===== src/rtl/gpio_pkg.sv =====
// Shared constants and helpers for the GPIO peripheral.
// Register offsets are byte offsets within the 32-byte window.
package gpio_pkg;

    localparam int GPIO_WIN_BYTES = 32;

    localparam logic [4:0] GPIO_OFF_OUT    = 5'h00;
    localparam logic [4:0] GPIO_OFF_DIR    = 5'h04;
    localparam logic [4:0] GPIO_OFF_IN     = 5'h08;
    localparam logic [4:0] GPIO_OFF_SET    = 5'h0C;
    localparam logic [4:0] GPIO_OFF_CLR    = 5'h10;
    localparam logic [4:0] GPIO_OFF_TGL    = 5'h14;
    localparam logic [4:0] GPIO_OFF_IRQ_EN = 5'h18;
    localparam logic [4:0] GPIO_OFF_PEND   = 5'h1C;

    function automatic logic [31:0] be_mask(input logic [3:0] be);
        return {{8{be[3]}}, {8{be[2]}}, {8{be[1]}}, {8{be[0]}}};
    endfunction

endpackage


===== src/rtl/gpio_sync.sv =====
// Multi-stage input synchronizer for the GPIO pads.
// Output q is the last stage of an IN_SYNC-deep flop chain.
module gpio_sync #(
    parameter int N       = 8,
    parameter int IN_SYNC = 2
) (
    input  logic         clk,
    input  logic         rst,
    input  logic [N-1:0] d,
    output logic [N-1:0] q
);

    logic [N-1:0] chain [IN_SYNC];

    always_ff @(posedge clk or posedge rst) begin
        if (rst) begin
            for (int i = 0; i < IN_SYNC; i++) begin
                chain[i] <= '0;
            end
        end else begin
            chain[0] <= d;
            for (int i = 1; i < IN_SYNC; i++) begin
                chain[i] <= chain[i-1];
            end
        end
    end

    assign q = chain[IN_SYNC-1];

endmodule


===== src/rtl/gpio_periph.sv =====
// Memory-mapped GPIO block with set/clear/toggle and edge interrupts.
// Interrupt logic is present only when GPIO_IRQ_EN is defined.
module gpio_periph #(
    parameter int                N       = 8,
    parameter int                ADDR_W  = 10,
    parameter logic [ADDR_W-1:0] BASE    = 10'h380,
    parameter int                IN_SYNC = 2
) (
    input  logic              clk,
    input  logic              rst,
    input  logic [ADDR_W-1:0] address,
    input  logic [31:0]       data_in,
    input  logic [3:0]        width,
    input  logic              write,
    output logic [31:0]       data_out,
    input  logic [N-1:0]      gpio_in,
    output logic [N-1:0]      gpio_out,
    output logic [N-1:0]      gpio_oe,
    output logic              irq
);

    import gpio_pkg::*;

    logic          sel;
    logic          wr_en;
    logic [4:0]    off;
    logic [31:0]   mask32;
    logic [31:0]   be_bits;
    logic [N-1:0]  wmask;
    logic [N-1:0]  wdat;
    logic [N-1:0]  out_q;
    logic [N-1:0]  dir_q;
    logic [N-1:0]  in_s;
    logic [31:0]   rd;
    logic          unused_bits;

    assign sel     = address[ADDR_W-1:5] == BASE[ADDR_W-1:5];
    assign off     = {address[4:2], 2'b00};
    assign wr_en   = write & sel;
    assign mask32  = be_mask(width);
    assign be_bits = data_in & mask32;
    assign wmask   = mask32[N-1:0];
    assign wdat    = be_bits[N-1:0];

    // Lanes above N and the byte-lane address bits carry no state.
    assign unused_bits = ^{be_bits, mask32, address[1:0]};

    gpio_sync #(
        .N       (N),
        .IN_SYNC (IN_SYNC)
    ) u_sync (
        .clk (clk),
        .rst (rst),
        .d   (gpio_in),
        .q   (in_s)
    );

    always_ff @(posedge clk or posedge rst) begin
        if (rst) begin
            out_q <= '0;
            dir_q <= '0;
        end else if (wr_en) begin
            unique case (off)
                GPIO_OFF_OUT: out_q <= (out_q & ~wmask) | wdat;
                GPIO_OFF_DIR: dir_q <= (dir_q & ~wmask) | wdat;
                GPIO_OFF_SET: out_q <= out_q | wdat;
                GPIO_OFF_CLR: out_q <= out_q & ~wdat;
                GPIO_OFF_TGL: out_q <= out_q ^ wdat;
                default: ;
            endcase
        end
    end

    assign gpio_out = out_q;
    assign gpio_oe  = dir_q;

`ifdef GPIO_IRQ_EN
    logic [N-1:0] en_q;
    logic [N-1:0] pend_q;
    logic [N-1:0] in_d;
    logic [N-1:0] rise;
    logic [N-1:0] clr;
    logic         irq_q;

    assign rise = in_s & ~in_d;
    assign clr  = (wr_en && off == GPIO_OFF_PEND) ? wdat : '0;

    // A new edge overrides a simultaneous W1C of the same bit.
    always_ff @(posedge clk or posedge rst) begin
        if (rst) begin
            en_q   <= '0;
            pend_q <= '0;
            in_d   <= '0;
            irq_q  <= 1'b0;
        end else begin
            in_d   <= in_s;
            pend_q <= (pend_q & ~clr) | rise;
            irq_q  <= |(pend_q & en_q);
            if (wr_en && off == GPIO_OFF_IRQ_EN) begin
                en_q <= (en_q & ~wmask) | wdat;
            end
        end
    end

    assign irq = irq_q;
`else
    assign irq = 1'b0;
`endif

    always_comb begin
        rd = '0;
        unique case (off)
            GPIO_OFF_OUT:    rd[N-1:0] = out_q;
            GPIO_OFF_DIR:    rd[N-1:0] = dir_q;
            GPIO_OFF_IN:     rd[N-1:0] = in_s;
`ifdef GPIO_IRQ_EN
            GPIO_OFF_IRQ_EN: rd[N-1:0] = en_q;
            GPIO_OFF_PEND:   rd[N-1:0] = pend_q;
`endif
            default: ;
        endcase
    end

    always_ff @(posedge clk or posedge rst) begin
        if (rst) begin
            data_out <= '0;
        end else begin
            data_out <= sel ? rd : '0;
        end
    end

endmodule


===== config.mk =====
export PLATFORM = sky130hd
export DESIGN_NAME = gpio_periph
export DESIGN_NICKNAME = d
export VERILOG_FILES = /design/src/rtl/gpio_pkg.sv /design/src/rtl/gpio_sync.sv /design/src/rtl/gpio_periph.sv
export SDC_FILE = /design/constraint.sdc
export NUM_CORES = 1
export LEC_CHECK = 0
export CORE_MARGIN = 1
export CORE_UTILIZATION = 40
export DETAILED_ROUTE_END_ITERATION = 7
export GPL_TIMING_DRIVEN = 0
export PLACE_DENSITY_LB_ADDON = 0.2
export REMOVE_ABC_BUFFERS = 1
export SLEW_MARGIN = 20
export SYNTH_ARGS = -nofsm -noshare
export SYNTH_HDL_FRONTEND = slang
export SYNTH_HIERARCHICAL = 1
export SYNTH_SLANG_ARGS = --single-unit

===== constraint.sdc =====
create_clock -name clk -period 1.4 [get_ports clk]
set_input_delay 0.28 -clock clk [delete_from_list [all_inputs] [get_ports clk]]
set_output_delay 0.28 -clock clk [all_outputs]
set_load 0.05 [all_outputs]

# Word-level counts from Yosys, hierarchy flattened
# Cells that the tools add are included.
[totals]
regBits = 40
in_bits = 57
output_inout_bits = 49
word_cells = 29
[op_classes]
n_eq_ne = 6
muxes = 3
bitwise = 11
reduce_logical = 4
[ops]
columns = ["operator", "count"]
rows = [
  ["8-bit AND", 4],
  ["8-bit case mux with 4 select lines", 1],
  ["8-bit bitwise OR", 3],
  ["8-bit case mux with 3 select lines", 1],
  ["8-bit inverter", 2],
  ["8-bit two-way mux", 1],
  ["8-bit XOR", 1],
  ["3-bit by 2-bit == test with 1-bit output (second input constant)", 2],
  ["3-bit == test (second input constant)", 2],
  ["5-bit == test (second input constant)", 1],
  ["5-bit logical NOT", 1],
  ["2-bit AND reduction", 2],
  ["4-bit nonzero test", 1],
  ["3-bit by 1-bit == test with 1-bit output (second input constant)", 1],
  ["1-bit AND", 1],
]

# Depth between registers and ports, before layout
# Gate-level depths: netlist (run 1).
[depth]
word_depth = 4
mapped_depth = 7
mapped_depth_nobuf = 6

# Modules after synthesis
# Netlist (run 1), hierarchy kept.
[by_module_without_submodules]
columns = ["module", "instances", "cells_per_inst", "area_per_inst_um2", "seq_area_each_um2"]
rows = [
  ["gpio_periph", 1, 166, 1600.3, 600.6],
  ["gpio_sync", 1, 25, 464.2, 400.4],
]

# Worst setup path before layout (run 1)
# Ideal clock, no wire load.
[synth_timing]
path_kind = "register to register"
startpoint = "register out_q[0] (netlist: gpio_out[0])"
endpoint = "register out_q[0] (netlist: gpio_out[0])"
setup_ps = 121
arrival_ps = 1348
required_time_ps = 1279
path_slack_ps = -69
stages_incl_launch_ff = 6
n_path_buf = 0
synth_period_minus_slack_ps = 1469
path_cell_list = "dfrtp_1 -> ha_1 -> nand2_1 -> o211ai_1 -> o21ai_0 -> a22o_1"
[synth_via]
elab_chain_cells = 3
elab_cells_between_ends = 6
classes_between = "1 x mux; 5 x bitwise"
[synth_rtl]
columns = ["element", "line_no", "rtl"]
rows = [
  ["start, declared", "gpio_periph.sv:31", "logic [N-1:0] out_q;"],
  ["start signal, assigned", "gpio_periph.sv:64", "GPIO_OFF_OUT: out_q <= (out_q & ~wmask) | wdat;"],
  ["start signal, assigned", "gpio_periph.sv:66", "GPIO_OFF_SET: out_q <= out_q | wdat;"],
  ["start signal, assigned", "gpio_periph.sv:67", "GPIO_OFF_CLR: out_q <= out_q & ~wdat;"],
  ["8-bit AND", "gpio_periph.sv:64", ""],
  ["8-bit bitwise OR", "gpio_periph.sv:64", ""],
  ["8-bit case mux with 4 select lines *", "gpio_periph.sv:63", "unique case (off)"],
]
# Mark *: on every way between the ends. The rest lies on a longest branch, timed or not.
# A chain may end at the register's enable or synchronous reset.

==> impl_metrics.toml, run 1 <==
[power]
combPwrFrac = 0.202
leakagePower_nw = 1.264
vdd_ir_drop_max_mv = 0.6183
seqPwrFrac = 0.450
switching_share = 0.3057
p_per_area_nw_per_um2 = 1056
cell_internal_pwr_mw = 1.911
p_clk_frac = 0.348
switchingPower_mw = 0.8413

[placed_design]
place_congestion = 0.6893
place.port_buffers = 51
pre_cts_slack_ps = -1421
post-dp-hpwl_um = 2745
place_area_um2 = 2455

[setup_path]
cp-start-kind = "input port"
r2r_slack_ps = 140
cp_max_fo = 8
endpoint_kind = "flop"
rr_worst_depth = 5
worstPathArrival_ps = 1570
reg2reg_from = "gpio_out[4]"
worstSetupPathType = "input port to flop"
regToRegEndpoint = "gpio_out[4]"
worstPathRequired_ps = 1580

[timing]
skew_ps = 6.970
rsz0062_at_grt = "true"
max_freq_mhz = 718.9
finalWorstSetupSlack_ps = 8.932
maxSlewHeadroom = 0.3889
setup_viol = 0
timing.final.crit_share = 0.9936
max_slew.worst_pin.slew_ps = 911.0
drv_slew = 0
final_hold_viol_count = 0
fin_crit_ps = 1391

[floorplan]
start_util = 0.4258
ioPinCount = 106
die_area_um2 = 5452
die_h_um = 73.84
num_rows = 25
die_w_um = 73.84
core_um2 = 4848

[clocking]
cts_tree = "done"
numCtsBuffers = 5
ctsRootBufferMaster = "clkbuf_8"
clock_sinks = 40
clock_latency_ps = 290
clkTransAtPathRegs_ps = 80
ctsHtreeMaxLevel = 2
hold_buffers = 0
clockBufferDepth = 2

[synthesis]
synth_async_sr_flop_share = 1.000
yosysSeqAreaShare = 0.4848
ys_ff_latch = 40
yosysMostFrequentCell = "dfrtp_1"
netlist-cell-type-count = 25
synth.largest_area_cell = "dfrtp_1"
ys.flop_type = "dfrtp_1"
synth.avg_cell_area_um2 = 10.81
syn_area_um2 = 2064
yosysTopAreaCellShare = 0.4848
synth_commonest_cells = "40 x dfrtp_1, 34 x buf_4, 16 x nor2_1"
syn_inst = 191
synth_area_leaders = "dfrtp_1 48%, buf_4 12%, mux2_4 5.8%"
yosys_warnings = 6
synth_edf_count = 0

[detailed_routing]
wirelength_um = 4007
drc = 0
vias_per_cell = 4.584
first_pass_iters = 4
wl_per_cell_um = 13.14
num_vias = 1398
ant_nets = 0
drtIter0Drc = 19

[grt]
grt_pass1_vias = 1365
grt_antenna_before_repair = 0
grt-ovfl-total = 0
grt_max_degree = 29
grt_usage = 0.1619
grt_pass1_wl_um = 6410

[cells_and_area]
design_area_um2 = 2605
regArea_um2 = 1001
syn_to_final_growth_pct = 26.18
multi_input_area_um2 = 892.1
fillers = 436
drive_gt1_frac = 0.2521
diodes = 0
nNetsFinal = 302

[job]
drv_cap = 0

[min_path]
worstHoldPathCells = 2
hold_class = "input port to flop"
worstHoldStart = "data_in[1]"

[status]
status = "finished clean"
per-layer routing:
layer	global-route usage	routed length (um)
met1	0.1974	1734
met2	0.2783	2075
met3	0.04252	167
met4	0.05128	29
met5	0	0
what timing repair did:
item | in CTS | in global routing
buffers inserted | 1 | 4
pin swaps | 3 | 4
gates resized for setup | 99 | 38
setup endpoints to repair | 48 | 27
power groups by stage:
| stage | Combinational (mW) | Sequential (mW) | Clock (mW) |
|---|---|---|---|
| 2_1_floorplan | 0.281 | 1.35 | 0 |
| 3_3_place_gp | 0.559 | 1.26 | 0 |
| 3_5_place_dp | 0.567 | 1.26 | 0 |
| 4_1_cts | 0.557 | 1.24 | 0.976 |
| 5_1_grt | 0.603 | 1.24 | 1.02 |
| 6_report | 0.557 | 1.24 | 0.957 |
per-stage QoR:
step	power (mW)	util	setup TNS [ps]	cells	hold WS, ps
finish	2.752	0.5373	0	305	272.2
global route	2.869	0.5373	-60.83	305	271.4
CTS	2.772	0.5394	-199.8	301	355.3
detailed placement	1.828	0.5063	-32550	292	335.8
global placement	1.821	0.5063	-32120	292	332.3
floorplan	1.631	-	-1780	174	193.7
cells in the final DEF (no fill, tap or decap), drive strengths merged:
| master | synthesis | routed |
|---|---|---|
| ha | 8 | 8 |
| a22o | 8 | 8 |
| nand4 | 2 | 2 |
| dlygate4sd2 | 0 | 7 |
| clkdlybuf4s50 | 0 | 11 |
| nor3b | 1 | 1 |
| mux2 | 8 | 8 |
| o21ai | 14 | 14 |
| clkinv | 0 | 1 |
| clkdlybuf4s18 | 0 | 1 |
| buf | 40 | 13 |
| dlymetal6s2s | 0 | 4 |
| clkinvlp | 0 | 1 |
| and3 | 1 | 1 |
| nand2 | 11 | 11 |
| a21oi | 9 | 9 |
| inv | 2 | 2 |
| o211ai | 3 | 3 |
| clkbuf | 1 | 12 |
| nor2 | 17 | 17 |
| clkdlybuf4s15 | 0 | 13 |
| dfrtp | 40 | 40 |
| xor2 | 1 | 1 |
| bufinv | 0 | 1 |
| mux2i | 8 | 8 |
| and4 | 1 | 1 |
| nor2b | 15 | 15 |
| conb | 1 | 25 |
layout make-up:
| class | count | area share |
|---|---|---|
| Clock buffer | 5 | 0.02642 |
| Sequential cell | 40 | 0.3842 |
| Tap cell | 67 | 0.03218 |
| Inverter | 2 | 0.002882 |
| Clock inverter | 3 | 0.01777 |
| Multi-Input combinational cell | 132 | 0.3425 |
| Timing Repair Buffer | 56 | 0.1940 |
worst max-delay path by stage:
stage          cells past startpoint          end       start  slack [ps]
6_report                           5         flop  address[8]           9
5_1_grt                            7  gpio_out[6]  data_in[6]         -10
4_1_cts                            5         flop  address[3]         -30
3_5_place_dp                       4         flop  address[2]       -1420
3_3_place_gp                       4         flop  address[2]       -1440
2_1_floorplan                      4         flop  address[6]        -150
logic make-up after synthesis:
kind of cell,count (synthesis),synth area share
muxes,16,0.09697
and+or+nand+nor,48,0.1170
adders and majority gates,8,0.04849
buffers and inverters,43,0.1461
DFF,40,0.4848
xor gates and xnor gates,1,0.004243
AOI/OAI and AO/OA,34,0.1006
other,1,0.001816
worst max-delay path, stage by stage:
cell	delay, ps
dlygate4sd2_1	240
nor2b_1	170
and4_4	250
and3_4	310
mux2_4	320
Power figures use the tool's default switching activity.
==> run 2, diff against run 1 <==
--- a/config.mk
+++ b/config.mk
@@ -8,9 +8,10 @@
 export CORE_MARGIN = 1
 export CORE_UTILIZATION = 40
 export DETAILED_ROUTE_END_ITERATION = 7
-export GPL_TIMING_DRIVEN = 0
 export PLACE_DENSITY_LB_ADDON = 0.2
+export RECOVER_POWER = 50
 export REMOVE_ABC_BUFFERS = 1
+export SKIP_LAST_GASP = 1
 export SLEW_MARGIN = 20
 export SYNTH_ARGS = -nofsm -noshare
 export SYNTH_HDL_FRONTEND = slang
==> impl_metrics.toml, run 2 (synthesis results as in run 1) <==
[clocking]
ctsRootBufferMaster = "clkbuf_8"
clockBufferDepth = 2
cts_tree = "done"
clkTransAtPathRegs_ps = 80
ctsHtreeMaxLevel = 2
clock_sinks = 40
clock_latency_ps = 290
numCtsBuffers = 5

[grt]
grt_pass1_wl_um = 7355
grt_usage = 0.1838
grt_max_degree = 25
grt_pass1_vias = 1563
grt-ovfl-total = 0
grt_antenna_before_repair = 0

[timing]
maxSlewHeadroom = 0.5898
final_hold_viol_count = 0
skew_ps = 8.157
fin_crit_ps = 1355
max_freq_mhz = 737.9
max_slew.worst_pin.slew_ps = 615.2
setup_viol = 0
drv_slew = 0
rsz0062_at_grt = "true"
hold-worst-slack_ps = 348.7
timing.final.crit_share = 0.9680

[cells_and_area]
design_area_um2 = 3126
drive_gt1_frac = 0.3245
diodes = 0
nNetsFinal = 329
layout_commonest_cell = "dfrtp_1"
layout_common_cells = "40 x dfrtp_1, 28 x buf_4, 26 x buf_12"
final_util = 0.6446
stdcell_count = 332
syn_to_final_growth_pct = 51.39

[setup_path]
worstSetupPathType = "input port to flop"
cpMaxStageDelayCell = "mux2_4"
cp_max_fo = 8
crit_buf_inv = 2
crit_family = "simple AND/OR/NAND/NOR gates"
critical-path-max-stage-delay_ps = 290
cp-start-kind = "input port"
crit_chain = "dlygate4sd2_1, nor3b_4, and4_1, and3_4, buf_12, mux2_4"
r2r_slack_ps = 140
worstPathRequired_ps = 1570
endpoint_kind = "flop"
worstPathArrival_ps = 1530

[detailed_routing]
drtIter0Drc = 61
wirelength_um = 4482
ant_nets = 0
first_pass_iters = 4
num_vias = 1538
vias_per_cell = 4.633
drc = 0
wl_per_cell_um = 13.50

[job]
drv_cap = 0

[placed_design]
placed_cells = 322
place.port_buffers = 51
post-dp-hpwl_um = 3303
place_area_um2 = 2958
place_congestion = 0.7850

[min_path]
hold_class = "flop to flop"

[floorplan]
die_w_um = 73.84
start_util = 0.4258
die_h_um = 73.84
ioPinCount = 106
num_rows = 25
core_um2 = 4848
die_area_um2 = 5452

[power]
p_per_area_nw_per_um2 = 951.2
vdd_ir_drop_max_mv = 0.8727
leakagePower_nw = 1.540

[status]
status = "finished clean"
==> run 2: path summary, 6_finish.rpt <==
kind / from / end / cells past startpoint
setup / recovery: address[7] / flop / 6
hold / removal: u_sync/chain[13] / u_sync/q[5] / 0
setup reg to reg: gpio_out[5] / gpio_out[5] / 5
hold reg to reg: u_sync/chain[13] / u_sync/q[5] / 0
max in group asynchronous: rst / data_out[2] / 3
min in group asynchronous: rst / u_sync/chain[8] / 3
==> run 2: area by class of cell <==
class	instances	area (um^2)
inverters	2	7.507
flip-flops and latches	40	1001
repair buffers	83	1011
clock inverters	1	30.03
fillers	364	1723
multi-input cells	132	895.9
well taps	67	83.83
clock buffers	7	96.34
==> run 2: routing by layer <==
layer	up-vias	track usage	share of wire
met5	-	0	0
met4	0	0.03846	0.013
met3	6	0.04252	0.043
met2	61	0.3344	0.54
met1	742	0.2203	0.41
li1	729	-	-
==> run 2: power by group <==
part	internal [mW]	leakage, nW	total [mW]	switching, mW
Combinational	0.294	0.957	0.715	0.421
Clock	0.629	0.0645	1.02	0.394
Sequential	1.20	0.519	1.24	0.0311
Total	2.13	1.54	2.97	0.846
==> run 2: what timing repair did <==
item	in CTS	in global routing
endpoints found under the setup margin	24	15
hold buffers	0	0
pin swaps	3	5
gates resized for setup	18	26
buffers inserted	1	1
==> run 2: metrics by stage <==
step	power [mW]	worst slack, ps	setup TNS [ps]
final	2.973	44.81	0
after global routing	3.093	-54.15	-58.10
after CTS	2.996	-2.558	-2.558
after detailed placement	1.979	-581.8	-11570
after global placement	1.969	-530.9	-10880
after floorplan	1.631	-154.1	-1780
